===== src/rtl/spi_master_mc.sv =====
// SPI master with runtime transfer length, CPOL/CPHA modes, one-hot active-low chip selects and a runtime divider.
// Define SPI_3WIRE_EN to add half-duplex 3-wire support (spi3w/nwr ports, bidirectional spi_sdi).
module spi_master_mc #(
  parameter int          DATA_W  = 32,
  parameter int          NCS     = 4,
  parameter int          DIV_W   = 16,
  parameter int unsigned DIV_RST = 10000,
  localparam int         NB_W    = $clog2(DATA_W + 1),
  localparam int         CS_W    = (NCS > 1) ? $clog2(NCS) : 1
) (
  input  logic              clk_in,
  input  logic              nrst,
  input  logic              div_wr,
  input  logic [DIV_W-1:0]  div_val,
  input  logic              request,
  input  logic [NB_W-1:0]   nbits,
  input  logic [CS_W-1:0]   cs_sel,
  input  logic              cpol,
  input  logic              cpha,
  input  logic [DATA_W-1:0] mosi_data,
  output logic [DATA_W-1:0] miso_data,
  output logic              busy,
  output logic              done,
  output logic [NCS-1:0]    spi_cen,
  output logic              spi_scl,
  input  logic              spi_sdo,
`ifdef SPI_3WIRE_EN
  input  logic              spi3w,
  input  logic [NB_W-1:0]   nwr,
  inout  wire               spi_sdi
`else
  output logic              spi_sdi
`endif
);

  // Handshake: request is accepted on a rising edge where busy=0 and 1<=nbits<=DATA_W;
  // busy stays high until the edge that raises done for exactly one cycle.
  typedef enum logic [1:0] {IDLE, SETUP, EDGE, GAP} state_t;

  localparam logic [NB_W:0] ECNT_ONE = (NB_W + 1)'(1);

  state_t            state_q, state_d;
  logic [DIV_W-1:0]  div_q, div_cnt;
  logic [NB_W:0]     ecnt, ecnt_nx;
  logic [NB_W-1:0]   nbits_q;
  logic              cpol_q, cpha_q;
  logic [DATA_W-1:0] tx_sr, tx_aligned;
  logic [NCS-1:0]    cen_sel;
  logic              sdi_q, sample_in;
  logic              accept, phase_end, last_edge, edge_start, gap_start;
  logic              sample_pt, drive_pt;

  assign accept     = request && (state_q == IDLE) && (nbits != '0) && (nbits <= NB_W'(DATA_W));
  assign busy       = (state_q != IDLE);
  assign phase_end  = (div_cnt == div_q);
  assign last_edge  = (state_q == EDGE) && (ecnt == ECNT_ONE);
  assign edge_start = phase_end && ((state_q == SETUP) || ((state_q == EDGE) && !last_edge));
  assign gap_start  = phase_end && last_edge;
  assign ecnt_nx    = (state_q == SETUP) ? {nbits_q, 1'b0} : ecnt - 1'b1;
  // E index is odd exactly when the remaining-edge count is even.
  assign sample_pt  = edge_start && (ecnt_nx[0] == cpha_q);
  assign drive_pt   = edge_start && (ecnt_nx[0] != cpha_q) && (ecnt_nx != ECNT_ONE);
  // Left-align the tx word so the next bit to send is always at the MSB.
  assign tx_aligned = mosi_data << (NB_W'(DATA_W) - nbits);

  always_comb begin
    cen_sel = '1;
    for (int i = 0; i < NCS; i++) begin
      if (cs_sel == CS_W'(i)) cen_sel[i] = 1'b0;
    end
  end

  always_ff @(posedge clk_in or negedge nrst) begin
    if (!nrst) state_q <= IDLE;
    else       state_q <= state_d;
  end

  always_comb begin
    state_d = state_q;
    case (state_q)
      IDLE:    if (accept)    state_d = SETUP;
      SETUP:   if (phase_end) state_d = EDGE;
      EDGE:    if (gap_start) state_d = GAP;
      GAP:     if (phase_end) state_d = IDLE;
      default:                state_d = IDLE;
    endcase
  end

  always_ff @(posedge clk_in or negedge nrst) begin
    if (!nrst) begin
      div_q     <= DIV_W'(DIV_RST);
      div_cnt   <= '0;
      ecnt      <= '0;
      nbits_q   <= '0;
      cpol_q    <= 1'b1;
      cpha_q    <= 1'b0;
      tx_sr     <= '0;
      miso_data <= '0;
      done      <= 1'b0;
      spi_cen   <= '1;
      spi_scl   <= 1'b1;
      sdi_q     <= 1'b1;
    end else begin
      done <= 1'b0;
      if (div_wr && !busy) div_q <= div_val;
      if (accept) begin
        nbits_q   <= nbits;
        cpol_q    <= cpol;
        cpha_q    <= cpha;
        miso_data <= '0;
        spi_cen   <= cen_sel;
        spi_scl   <= cpol;
        div_cnt   <= '0;
        if (!cpha) begin
          sdi_q <= tx_aligned[DATA_W-1];
          tx_sr <= tx_aligned << 1;
        end else begin
          tx_sr <= tx_aligned;
        end
      end else if (busy) begin
        div_cnt <= phase_end ? '0 : div_cnt + 1'b1;
        if (edge_start) begin
          ecnt    <= ecnt_nx;
          spi_scl <= ~spi_scl;
        end
        if (drive_pt) begin
          sdi_q <= tx_sr[DATA_W-1];
          tx_sr <= tx_sr << 1;
        end
        if (sample_pt) miso_data <= {miso_data[DATA_W-2:0], sample_in};
        if (gap_start) begin
          spi_cen <= '1;
          sdi_q   <= 1'b1;
          spi_scl <= cpol_q;
        end
        if ((state_q == GAP) && phase_end) done <= 1'b1;
      end
    end
  end

`ifdef SPI_3WIRE_EN
  logic            spi3w_q, oe_q;
  logic [NB_W-1:0] nwr_q, drv_cnt;

  // drv_cnt is the index of the next bit to be driven; once it reaches nwr the line is released.
  always_ff @(posedge clk_in or negedge nrst) begin
    if (!nrst) begin
      spi3w_q <= 1'b0;
      nwr_q   <= '0;
      drv_cnt <= '0;
      oe_q    <= 1'b1;
    end else if (accept) begin
      spi3w_q <= spi3w;
      nwr_q   <= nwr;
      oe_q    <= 1'b1;
      if (!cpha) begin
        drv_cnt <= NB_W'(1);
        if (spi3w && (nwr == '0)) oe_q <= 1'b0;
      end else begin
        drv_cnt <= '0;
      end
    end else if (drive_pt) begin
      drv_cnt <= drv_cnt + 1'b1;
      if (spi3w_q && (drv_cnt >= nwr_q)) oe_q <= 1'b0;
    end else if (gap_start) begin
      oe_q <= 1'b1;
    end
  end

  assign sample_in = spi3w_q ? spi_sdi : spi_sdo;
  assign spi_sdi   = oe_q ? sdi_q : 1'bz;
`else
  assign sample_in = spi_sdo;
  assign spi_sdi   = sdi_q;
`endif

endmodule


===== config.mk =====
export PLATFORM = sky130hd
export DESIGN_NAME = spi_master_mc
export DESIGN_NICKNAME = d
export VERILOG_FILES = /design/src/rtl/spi_master_mc.sv
export SDC_FILE = /design/constraint.sdc
export NUM_CORES = 1
export LEC_CHECK = 0
export CORE_AREA = 3 3 135 137
export CTS_CLUSTER_SIZE = 24
export DETAILED_ROUTE_END_ITERATION = 8
export DIE_AREA = 0 0 138 140
export GPL_TIMING_DRIVEN = 0
export PLACE_DENSITY = 0.67
export SLEW_MARGIN = 40
export SYNTH_ARGS = -nofsm -noshare
export SYNTH_HDL_FRONTEND = slang
export SYNTH_SLANG_ARGS = --single-unit

===== constraint.sdc =====
create_clock -name clk_in -period 2.4 [get_ports clk_in]
set_input_delay 0.48 -clock clk_in [delete_from_list [all_inputs] [get_ports clk_in]]
set_output_delay 0.48 -clock clk_in [all_outputs]
set_load 0.05 [all_outputs]

==> results of run 1 <==
[path summary, 6_finish.rpt]
kind	startpoint	end	slack [ns]	depth (start not counted)
worst max-delay path	ecnt[0]	tx_sr[14]	-0.08	10
worst min-delay path	nbits[3]	nbits_q[3]	0.43	3
worst max register to register	ecnt[0]	tx_sr[14]	-0.08	10
worst min register to register	nbits_q[4]	nbits_q[4]	0.47	2
max in group asynchronous	nrst	spi_sdi	1.13	3
min in group asynchronous	nrst	div_q[7]	0.56	2
[cell type report]
type / count / share of cell area [%]
Buffer: 46 / 3.66
Clock buffer: 25 / 4.48
Clock inverter: 7 / 1.47
Inverter: 12 / 0.554
Multi-Input combinational cell: 605 / 44.9
Sequential cell: 120 / 27.3
Tap cell: 225 / 2.54
Timing Repair Buffer: 173 / 15.1
[timing repair]
| item | CTS | global route |
|---|---|---|
| setup endpoints to repair | 102 | 80 |
| hold buffers | 1 | 0 |
| pin swaps | 19 | 38 |
| hold endpoints to repair | 44 | 0 |
| cloned | 1 | 2 |
| gates resized for setup | 102 | 64 |
| buffers inserted | 34 | 35 |
[per-layer routing]
| layer | routed length, um | vias to the layer above | share of wire (%) | track usage, % |
|---|---|---|---|---|
| li1 | - | 3253 | - | - |
| met1 | 10400 | 3353 | 46 | 32.0 |
| met2 | 10500 | 237 | 47 | 35.9 |
| met3 | 1090 | 32 | 4.9 | 4.40 |
| met4 | 375 | 0 | 1.7 | 6.50 |
| met5 | 0 | - | 0 | 0 |
[stage by stage]
stage / setup slack (ns) / utilization, %
finish: -0.0771 / 64.4
global route: -0.166 / 64.4
CTS: -0.101 / 61.7
detailed placement: -1.52 / 54.1
global placement: -3.92 / 53.9
floorplan: -0.380 / -
[Yosys cell counts, types with 9 or more instances]
library cell	count
sky130_fd_sc_hd__inv_1	12
sky130_fd_sc_hd__nand3_1	22
sky130_fd_sc_hd__o22ai_1	17
sky130_fd_sc_hd__mux2_2	50
sky130_fd_sc_hd__nand2b_1	9
sky130_fd_sc_hd__o211ai_1	16
sky130_fd_sc_hd__xor2_1	27
sky130_fd_sc_hd__ha_1	9
sky130_fd_sc_hd__nor2_1	97
sky130_fd_sc_hd__dfrtp_1	108
sky130_fd_sc_hd__mux2i_1	103
sky130_fd_sc_hd__a21oi_1	30
sky130_fd_sc_hd__mux4_2	10
sky130_fd_sc_hd__clkbuf_1	26
sky130_fd_sc_hd__dfstp_2	12
sky130_fd_sc_hd__a22oi_1	9
sky130_fd_sc_hd__buf_2	19
sky130_fd_sc_hd__o21ai_0	34
sky130_fd_sc_hd__nand2_1	73
[cell usage in the layout (no fill, tap or decap), types with 14 or more instances in the layout]
master | synthesis | final
sky130_fd_sc_hd__o21ai_0 | 34 | 24
sky130_fd_sc_hd__o211ai_1 | 16 | 16
sky130_fd_sc_hd__nand3_1 | 22 | 18
sky130_fd_sc_hd__mux2_2 | 50 | 49
sky130_fd_sc_hd__clkdlybuf4s50_1 | 0 | 93
sky130_fd_sc_hd__xor2_1 | 27 | 25
sky130_fd_sc_hd__mux2i_1 | 103 | 91
sky130_fd_sc_hd__nor2_1 | 97 | 89
sky130_fd_sc_hd__a21oi_1 | 30 | 25
sky130_fd_sc_hd__buf_4 | 4 | 61
sky130_fd_sc_hd__nand2_1 | 73 | 65
sky130_fd_sc_hd__buf_6 | 3 | 14
sky130_fd_sc_hd__dfrtp_1 | 108 | 104
sky130_fd_sc_hd__clkbuf_16 | 0 | 19
[state kept, by name, indices dropped and copies added (netlist names)]
signal,count
tx_sr,32
cpol_q,1
miso_data,32
div_q,16
ecnt,7
spi_scl,1
div_cnt,16
cpha_q,1
spi_sdi,1
nbits_q,6
state_q,2
spi_cen,4
done,1
[power groups by stage]
stage          Sequential [mW]  Clock [mW]  Combinational (mW)
2_1_floorplan             2.07           0               0.533
3_3_place_gp              2.06           0               0.841
3_5_place_dp              2.06           0               0.845
4_1_cts                   2.03        2.87               0.983
5_1_grt                   2.03        2.97                1.13
6_report                  2.03        2.83                1.06
[kinds of logic after synthesis]
logic type      after synthesis  synth area share [%]
compound gates              152                  13.0
xor+xnor                     34                  3.86
fa+ha+maj                     9                  1.46
buf+inv                      66                  4.01
flops                       120                  39.1
mux                         163                  23.6
simple gates                247                  14.9
[tightest hold or removal path, delay by kind of cell]
family | cells | cell delay, ns
AND/OR/NAND/NOR | 2 | 0.14
buffers and inverters | 1 | 0.19
==> flow_summary_export.csv, run 1 <==
group,metric,value,unit
clock_tree,cts_tree,"yes",
die,design.die.area,19300,um^2
flow_run,max_cap_viol_count,0,
synthesis,post_synth_instance_area,7710,um^2
timing,tightestPinTransition,0.579,ns
synthesis,post-synth-top-area-fraction,35.1,%
synthesis,synth-edff-count,0,
clock_tree,cts_inserted_buffers,17,
worst_setup_path,worst_ep_required_time,2.70,ns
outcome,failed_checks,"setup timing",
worst_setup_path,criticalPathCategory,"register to register",
worst_setup_path,crit_path_top_delay_cell,"sky130_fd_sc_hd__dfrtp_1",
timing,hold-worst-slack,0.426,ns
pwr,leakage_power_figure,4.82,nW
timing,max_freq,404,MHz
route,first_pass_iters,5,
die,fp.dieH,140,um
route,routedWlPerCell,18.5,um
clock_tree,cts_htree_levels,4,
timing,final.setup.worst_slack,-0.0771,ns
synthesis,yosys_most_used_dff,"sky130_fd_sc_hd__dfrtp_1",
worst_setup_path,start_kind,"register",
route,routed-via-count,6875,
synthesis,synth.distinct_cells,60,
global_route,overflow,0,
route,post-route-drc-count,0,
placement,numPlacedInstances,1116,
timing,worst_clock_skew,0.0116,ns
outcome,run_status,"finished, violations left",
placement,dp_hpwl,15.4,mm
finish,multi_input_gate_area,4970,um^2
die,placeableCoreArea,17200,um^2
timing,maxSlewViolCount,0,
global_route,grt_antenna_before_repair,0,
synthesis,postSynthNetCount,863,
clock_tree,ctsLongestPathBuffers,2,
pwr,p_comb_share,17.9,%
clock_tree,cts.clk_slew.worst_paths,0.06,ns
pwr,netSwitchingFraction,24.2,%
timing,final_period_minus_worst_setup_slack,2.48,ns
clock_tree,cts-root-buf,"sky130_fd_sc_hd__clkbuf_16",
timing,slew_headroom,61.4,%
finish,area_growth,43.6,%
route,count_of_nets_left_with_antenna_violations_after_detail_routing,0,
finish,num_antenna_cells,0,
pwr,pwr-share-clk,47.8,%
placement,buffer_ports.inserted,99,
die,die_w,138,um
synthesis,ys_ff_latch,120,
die,floorplan.initialDensity,44.9,%
global_route,grt_pass1_wl,35.8,mm
finish,final_cells,1213,
synthesis,synth_warnings,0,
worst_setup_path,cpLargestDelayFamily,"compound AO/OA/AOI/OAI gates",
route,wl,22.5,mm
placement,place_congestion,0.939,
finish,fillCellCount,1399,
global_route,grt_start_max_net_pins,70,
pwr,total_net_switching_power,1.44,mW
synthesis,syn_inst,791,
timing,rsz0062_at_grt,"true",
timing,setup_viol,25,
worst_setup_path,cp_num_buf_inv,4,
clock_tree,clock_sinks,120,
finish,sequential_cell_area,3020,um^2
worst_setup_path,critical-path-max-stage-delay,0.39,ns
die,fp-row-count,48,
timing,final.period_utilization,103,%
route,first_iter_violations,528,
finish,layout-drive-gt1-share,32.4,%
pwr,vdd_ir_drop_max,0.455,mV
die,pin_count,103,
timing,final_hold_vio_count,0,
synthesis,synth_area_leaders,"sky130_fd_sc_hd__dfrtp_1 35%, sky130_fd_sc_hd__mux2i_1 13%, sky130_fd_sc_hd__mux2_2 7.3%",
worst_setup_path,setup.worst_path.end_class,"register",
timing,final.setup.tns,-0.889,ns
global_route,total_global_route_track_usage,22.7,%
pwr,report.power.total,5.92,mW
finish,final_design_area_no_fill,11100,um^2
global_route,grt_pass1_vias,6657,
worst_setup_path,critPathArrivalTime,2.77,ns
worst_setup_path,worstPathMaxFanout,6,
synthesis,async_reset_ff_share,100,%
synthesis,postSynthAreaPerCell,9.75,um^2
min_path,hold_path_class,"input port to register",
worst_setup_path,cell_by_cell_listing_of_the_critical_path,"buf_6, o31a_1, o31ai_4, nand3_2, a211oi_4, buf_4, nor3_4, buf_6, buf_8, a221o_1",
pwr,power.density_cell_area,535,nW/um^2
worst_setup_path,cpMostUsedCell,"sky130_fd_sc_hd__buf_6",
synthesis,yosysTopAreaCell,"sky130_fd_sc_hd__dfrtp_1",
synthesis,ys_seq_area_share,39.1,%
placement,cell_area_after_placement,9280,um^2
clock_tree,clk-insertion-delay-late,0.42,ns
route,via_per_inst,5.67,
pwr,seq_power_share,34.3,%
pwr,cell_internal_pwr,4.48,mW
finish,final_net_count,1047,
(Power assumes the default switching activity.)
==> inputs of run 2 (changes only) <==
Settings changed: RECOVER_POWER from default to 25, SETUP_SLACK_MARGIN from default to 0.1.
==> flow_summary_export.csv, run 2 (same netlist as run 1, synthesis figures left out) <==
group,metric,value,unit
timing,slew_headroom,18.8,%
placement,dp_hpwl,15.3,mm
global_route,grt_pass1_wl,35.6,mm
timing,final_hold_vio_count,0,
route,via_per_inst,5.70,
die,floorplan.initialDensity,44.9,%
clock_tree,cts_htree_levels,4,
finish,num_antenna_cells,0,
timing,final_period_minus_worst_setup_slack,2.63,ns
global_route,grt_util_met1,31.7,%
finish,largestRegisters,"miso_data x32, tx_sr x32",
timing,worst_clock_skew,0.00946,ns
timing,setup_viol,33,
timing,final.setup.tns,-2.52,ns
die,placeableCoreArea,17200,um^2
clock_tree,clock_sinks,120,
route,wl,23.6,mm
die,die_w,138,um
timing,max_freq,381,MHz
global_route,overflow,0,
timing,hold-worst-slack,0.430,ns
clock_tree,ctsLongestPathBuffers,2,
placement,buffer_ports.inserted,99,
clock_tree,cts-root-buf,"sky130_fd_sc_hd__clkbuf_16",
finish,mostFrequentLayoutCells,"102 x sky130_fd_sc_hd__dfrtp_1, 93 x sky130_fd_sc_hd__clkdlybuf4s50_1, 87 x sky130_fd_sc_hd__nor2_1",
clock_tree,clk-insertion-delay-late,0.41,ns
route,first_iter_violations,579,
route,first_pass_iters,5,
route,routedWlPerCell,19.1,um
finish,mostFrequentLayoutCell,"sky130_fd_sc_hd__dfrtp_1",
worst_setup_path,start_kind,"input port",
worst_setup_path,cell_by_cell_listing_of_the_critical_path,"buf_8, buf_12, buf_12, buf_12, clkinv_8, ha_4, buf_8, xnor2_4, mux2i_2, buf_4, buf_4, mux2i_2, nor2_1, a21oi_2, a222oi_1, buf_4, o211ai_1",
worst_setup_path,critPathArrivalTime,2.91,ns
global_route,grt_antenna_before_repair,0,
route,count_of_nets_left_with_antenna_violations_after_detail_routing,0,
timing,final.setup.worst_slack,-0.228,ns
worst_setup_path,setup.worst_path.end_class,"register",
worst_setup_path,crit_path_top_delay_cell,"sky130_fd_sc_hd__mux2i_2",
timing,tightestPinTransition,1.22,ns
timing,final.period_utilization,109,%
die,design.die.area,19300,um^2
global_route,grt_pass1_vias,6648,
worst_setup_path,worst_ep_required_time,2.68,ns
die,pin_count,103,
worst_setup_path,critical-path-max-stage-delay,0.34,ns
worst_setup_path,criticalPathCategory,"input port to register",
pwr,leakage_power_figure,5.00,nW
placement,place_congestion,0.928,
finish,layout-drive-gt1-share,37.1,%
die,fp.dieH,140,um
global_route,grt_start_max_net_pins,74,
finish,final_net_count,1071,
route,post-route-drc-count,0,
pwr,vdd_ir_drop_max,0.463,mV
pwr,report.power.total,5.62,mW
finish,final_design_area_no_fill,11600,um^2
worst_setup_path,cpLargestDelayFamily,"buffers and inverters",
flow_run,max_cap_viol_count,0,
finish,fillCellCount,1296,
timing,maxSlewViolCount,0,
die,fp-row-count,48,
outcome,run_status,"finished, violations left",
timing,rsz0062_at_grt,"true",
clock_tree,cts.clk_slew.worst_paths,0.06,ns
worst_setup_path,cp_num_buf_inv,9,
route,routed-via-count,7050,
global_route,groute.layer.met2.usage,35.6,%
placement,placement.setup.worst_slack,-1.48,ns
global_route,total_global_route_track_usage,22.6,%
pwr,power.density_cell_area,485,nW/um^2
worst_setup_path,worstPathMaxFanout,6,
global_route,groute.layer.met3.usage,4.17,%
clock_tree,cts_tree,"yes",
placement,cell_area_after_placement,9290,um^2
finish,area_growth,50.1,%
outcome,failed_checks,"setup timing",
min_path,hold_path_class,"input port to register",
global_route,grt-busiest-layer,"met2",
clock_tree,cts_inserted_buffers,17,
[run 2: cell types whose count changed in the layout (fill, tap and decap cells not counted), sizes merged]
cell | before | now
buf | 100 | 119
bufinv | 5 | 2
clkinv | 2 | 5
clkbuf | 48 | 50
clkdlybuf4s15 | 0 | 1
clkinvlp | 2 | 3
[run 2: power by group]
part / internal, mW / leakage [nW] / switching (mW)
Combinational: 0.507 / 3.40 / 0.566
Sequential: 2.03 / 1.31 / 0.000701
Clock: 1.62 / 0.285 / 0.891
Total: 4.16 / 5.00 / 1.46
[run 2: per-layer routing]
layer	vias to the layer above	share of wire (%)	wire (um)
li1	3298	-	-
met4	0	2.8	660
met5	-	0	0
met2	271	48	11200
met3	47	5.2	1240
met1	3434	44	10500
[run 2: metrics by stage]
stage | utilization, % | std cells
final | 67.4 | 1236
after global routing | 67.4 | 1236
after CTS | 62.4 | 1195
after detailed placement | 54.1 | 1116
after global placement | 53.9 | 1115
after floorplan | - | 791
[run 2: worst paths after layout]
check / start / to / slack, ns / cells past startpoint
max: nbits[0] / tx_sr[26] / -0.23 / 17
min: nbits[3] / nbits_q[3] / 0.43 / 3
max reg2reg: ecnt[1] / tx_sr[22] / -0.19 / 11
min reg2reg: nbits_q[4] / nbits_q[4] / 0.47 / 2
max in group asynchronous: nrst / div_cnt[2] / 0.25 / 3
min in group asynchronous: nrst / div_q[7] / 0.86 / 2
[run 2: tightest hold or removal path, cell delays in order]
cell and delay (ns):
sky130_fd_sc_hd__buf_2 0.18, sky130_fd_sc_hd__nand2_1 0.09, sky130_fd_sc_hd__nand2_1 0.05
[run 2: repair_timing]
action,CTS,global route
hold buffers,1,0
endpoints found under the hold margin,40,0
buffers inserted,44,39
gates cloned,3,6
resized for setup,113,126
pin swaps,42,60
endpoints found under the setup margin,109,103
[run 2: cell type report]
type	instances	area, um^2	share of cell area, %
Inverter	12	61.3	0.530
Clock buffer	23	488	4.22
Clock inverter	8	95.1	0.822
Multi-Input combinational cell	605	5150	44.5
Tap cell	225	282	2.43
Sequential cell	120	3030	26.1
Buffer	53	558	4.82
Timing Repair Buffer	190	1910	16.5
==> inputs of run 3 (changes only) <==
Settings changed: CELL_PAD_IN_SITES_DETAIL_PLACEMENT from default to 0, CELL_PAD_IN_SITES_GLOBAL_PLACEMENT from default to 1, CORE_AREA 3 3 135 137 to 3 3 145 147, DIE_AREA 0 0 138 140 to 0 0 148 150, PLACE_DENSITY 0.67 to 0.74.
==> flow_summary_export.csv, run 3 (same netlist as run 1, synthesis figures left out) <==
group,metric,value,unit
worst_setup_path,start_kind,"input port",
placement,buffer_ports.inserted,99,
worst_setup_path,cpLargestDelayFamily,"compound AO/OA/AOI/OAI gates",
min_path,worst_hold_startpoint,"nbits[4]",
global_route,grt_util_met1,28.6,%
die,placeableCoreArea,20000,um^2
min_path,hold_path_class,"input port to register",
route,via_per_inst,5.42,
clock_tree,cts.clk_slew.worst_paths,0.05,ns
timing,worst_clock_skew,0.00781,ns
timing,final.period_utilization,107,%
timing,final.setup.tns,-2.72,ns
worst_setup_path,critical-path-max-stage-delay,0.41,ns
clock_tree,clk-insertion-delay-late,0.41,ns
worst_setup_path,r2r_end,"tx_sr[27]",
die,pin_count,103,
finish,final_cells,1289,
timing,slew_headroom,17.8,%
route,routed-via-count,6980,
finish,area_growth,54.3,%
finish,layout-drive-gt1-share,37.7,%
pwr,power.density_cell_area,499,nW/um^2
finish,fillCellCount,1742,
worst_setup_path,cp_num_buf_inv,8,
route,post-route-drc-count,0,
worst_setup_path,criticalPathCategory,"input port to register",
worst_setup_path,setup.worst_path.end_class,"register",
worst_setup_path,crit_path_top_delay_cell,"sky130_fd_sc_hd__a221o_1",
flow_run,max_cap_viol_count,0,
worst_setup_path,setup.reg_to_reg.worst_slack,-0.08,ns
worst_setup_path,reg2reg_from,"div_q[13]",
worst_setup_path,cell_by_cell_listing_of_the_critical_path,"buf_8, buf_12, buf_12, buf_12, clkinv_8, ha_4, buf_8, xor2_4, buf_4, buf_6, mux2_4, o22ai_4, o21a_1, a221o_1, a22oi_2, o211ai_1",
route,wl,23.7,mm
timing,final_period_minus_worst_setup_slack,2.58,ns
die,fp-row-count,52,
die,die_w,148,um
die,fp.dieH,150,um
finish,final_design_area_no_fill,11900,um^2
finish,final_net_count,1078,
die,floorplan.initialDensity,38.5,%
worst_setup_path,critPathArrivalTime,2.86,ns
timing,rsz0062_at_grt,"true",
global_route,grt_pass1_wl,36.9,mm
finish,mostFrequentLayoutCell,"sky130_fd_sc_hd__dfrtp_1",
timing,max_freq,388,MHz
finish,multi_input_gate_area,5330,um^2
global_route,grt_start_max_net_pins,71,
clock_tree,ctsLongestPathBuffers,2,
global_route,grt_pass1_vias,6856,
timing,tightestPinTransition,1.23,ns
global_route,grt-busiest-layer,"met2",
finish,num_antenna_cells,0,
timing,maxSlewViolCount,0,
placement,place_congestion,0.914,
outcome,run_status,"finished, violations left",
placement,cell_area_after_placement,9350,um^2
global_route,groute.layer.met3.usage,3.24,%
global_route,total_global_route_track_usage,20.9,%
finish,largestRegisters,"miso_data x32, tx_sr x32",
global_route,groute.layer.met2.usage,34.3,%
worst_setup_path,cpMostUsedCell,"sky130_fd_sc_hd__buf_12",
clock_tree,clock_sinks,120,
route,first_iter_violations,386,
clock_tree,cts-root-buf,"sky130_fd_sc_hd__clkbuf_16",
timing,final_hold_vio_count,0,
pwr,leakage_power_figure,5.13,nW
route,routedWlPerCell,18.4,um
route,count_of_nets_left_with_antenna_violations_after_detail_routing,0,
pwr,vdd_ir_drop_max,0.416,mV
global_route,overflow,0,
worst_setup_path,critical_path_cell_count,16,
clock_tree,cts_htree_levels,4,
worst_setup_path,worst_ep_required_time,2.69,ns
die,design.die.area,22200,um^2
placement,numPlacedInstances,1161,
worst_setup_path,critical_path_launch_point,"nbits[0]",
timing,setup_viol,30,
clock_tree,cts_inserted_buffers,17,
global_route,grt_antenna_before_repair,0,
worst_setup_path,worstPathMaxFanout,5,
timing,final.setup.worst_slack,-0.177,ns
finish,sequential_cell_area,3020,um^2
finish,mostFrequentLayoutCells,"105 x sky130_fd_sc_hd__dfrtp_1, 92 x sky130_fd_sc_hd__mux2i_1, 92 x sky130_fd_sc_hd__clkdlybuf4s50_1",
worst_setup_path,rr_worst_depth,9,
clock_tree,cts_tree,"yes",
placement,dp_hpwl,16.1,mm
route,first_pass_iters,7,
outcome,failed_checks,"setup timing",
worst_setup_path,worst_setup_path_endpoint,"tx_sr[29]",
## run 3: changes by cell type in the layout (fill, tap and decap cells not counted), moves of 4 or more
| cell | change |
|---|---|
| sky130_fd_sc_hd__nand2_8 | +5 |
| sky130_fd_sc_hd__o21ai_1 | -6 |
| sky130_fd_sc_hd__mux2i_2 | -9 |
| sky130_fd_sc_hd__o22ai_1 | -5 |
| sky130_fd_sc_hd__clkbuf_16 | -4 |
| sky130_fd_sc_hd__o22ai_2 | +5 |
| sky130_fd_sc_hd__buf_4 | +7 |
| sky130_fd_sc_hd__o21ai_0 | +4 |
| sky130_fd_sc_hd__mux2i_1 | +6 |
## run 3: repair_timing
| action | in CTS | in global routing |
|---|---|---|
| resized for setup | 164 | 109 |
| hold endpoints to repair | 45 | 0 |
| hold buffers | 1 | 0 |
| setup buffers | 57 | 33 |
| pin swaps | 50 | 63 |
| gates cloned | 6 | 2 |
| endpoints found under the setup margin | 103 | 109 |
## run 3: worst min path at each step
stage                       to  depth (start not counted)  slack (ns)
floorplan               cpha_q                          0        0.18
global placement    nbits_q[2]                          2        0.46
global route        nbits_q[3]                          3        0.46
detailed placement    div_q[5]                          1        0.41
CTS                 nbits_q[3]                          3        0.44
finish              nbits_q[4]                          3        0.45
## run 3: power by group
group | switching [mW] | internal (mW) | leakage [nW] | total [mW]
clock network | 0.875 | 1.89 | 0.308 | 2.77
logic | 0.595 | 0.536 | 3.51 | 1.13
registers | 0.000671 | 2.03 | 1.32 | 2.03
## run 3: per-layer routing
| layer | up-vias | share of wire [%] |
|---|---|---|
| li1 | 3317 | - |
| met1 | 3411 | 45 |
| met2 | 218 | 48 |
| met3 | 34 | 5.0 |
| met4 | 0 | 2.0 |
| met5 | - | 0 |
## run 3: tightest hold or removal path: stages
cell and delay (ns):
sky130_fd_sc_hd__dlymetal6s2s_1 0.20, sky130_fd_sc_hd__nand2_1 0.09, sky130_fd_sc_hd__nand2_1 0.04
## run 3: per-stage QoR
stage	utilization (%)	hold slack (ns)	worst slack, ns	power (mW)
floorplan	-	0.184	-0.380	2.60
global placement	46.5	0.456	-4.00	2.92
detailed placement	46.6	0.411	-1.47	2.92
CTS	56.1	0.439	-0.221	5.86
global route	59.3	0.456	-0.262	6.14
finish	59.3	0.448	-0.177	5.93
## run 3: final cells by class
class                           instances  area share, %
Sequential cell                       120           25.4
Multi-Input combinational cell        606           44.8
Clock buffer                           24           3.97
Tap cell                              270           2.84
Timing Repair Buffer                  196           16.1
Inverter                               12          0.516
Buffer                                 53           4.90
Clock inverter                          8           1.41
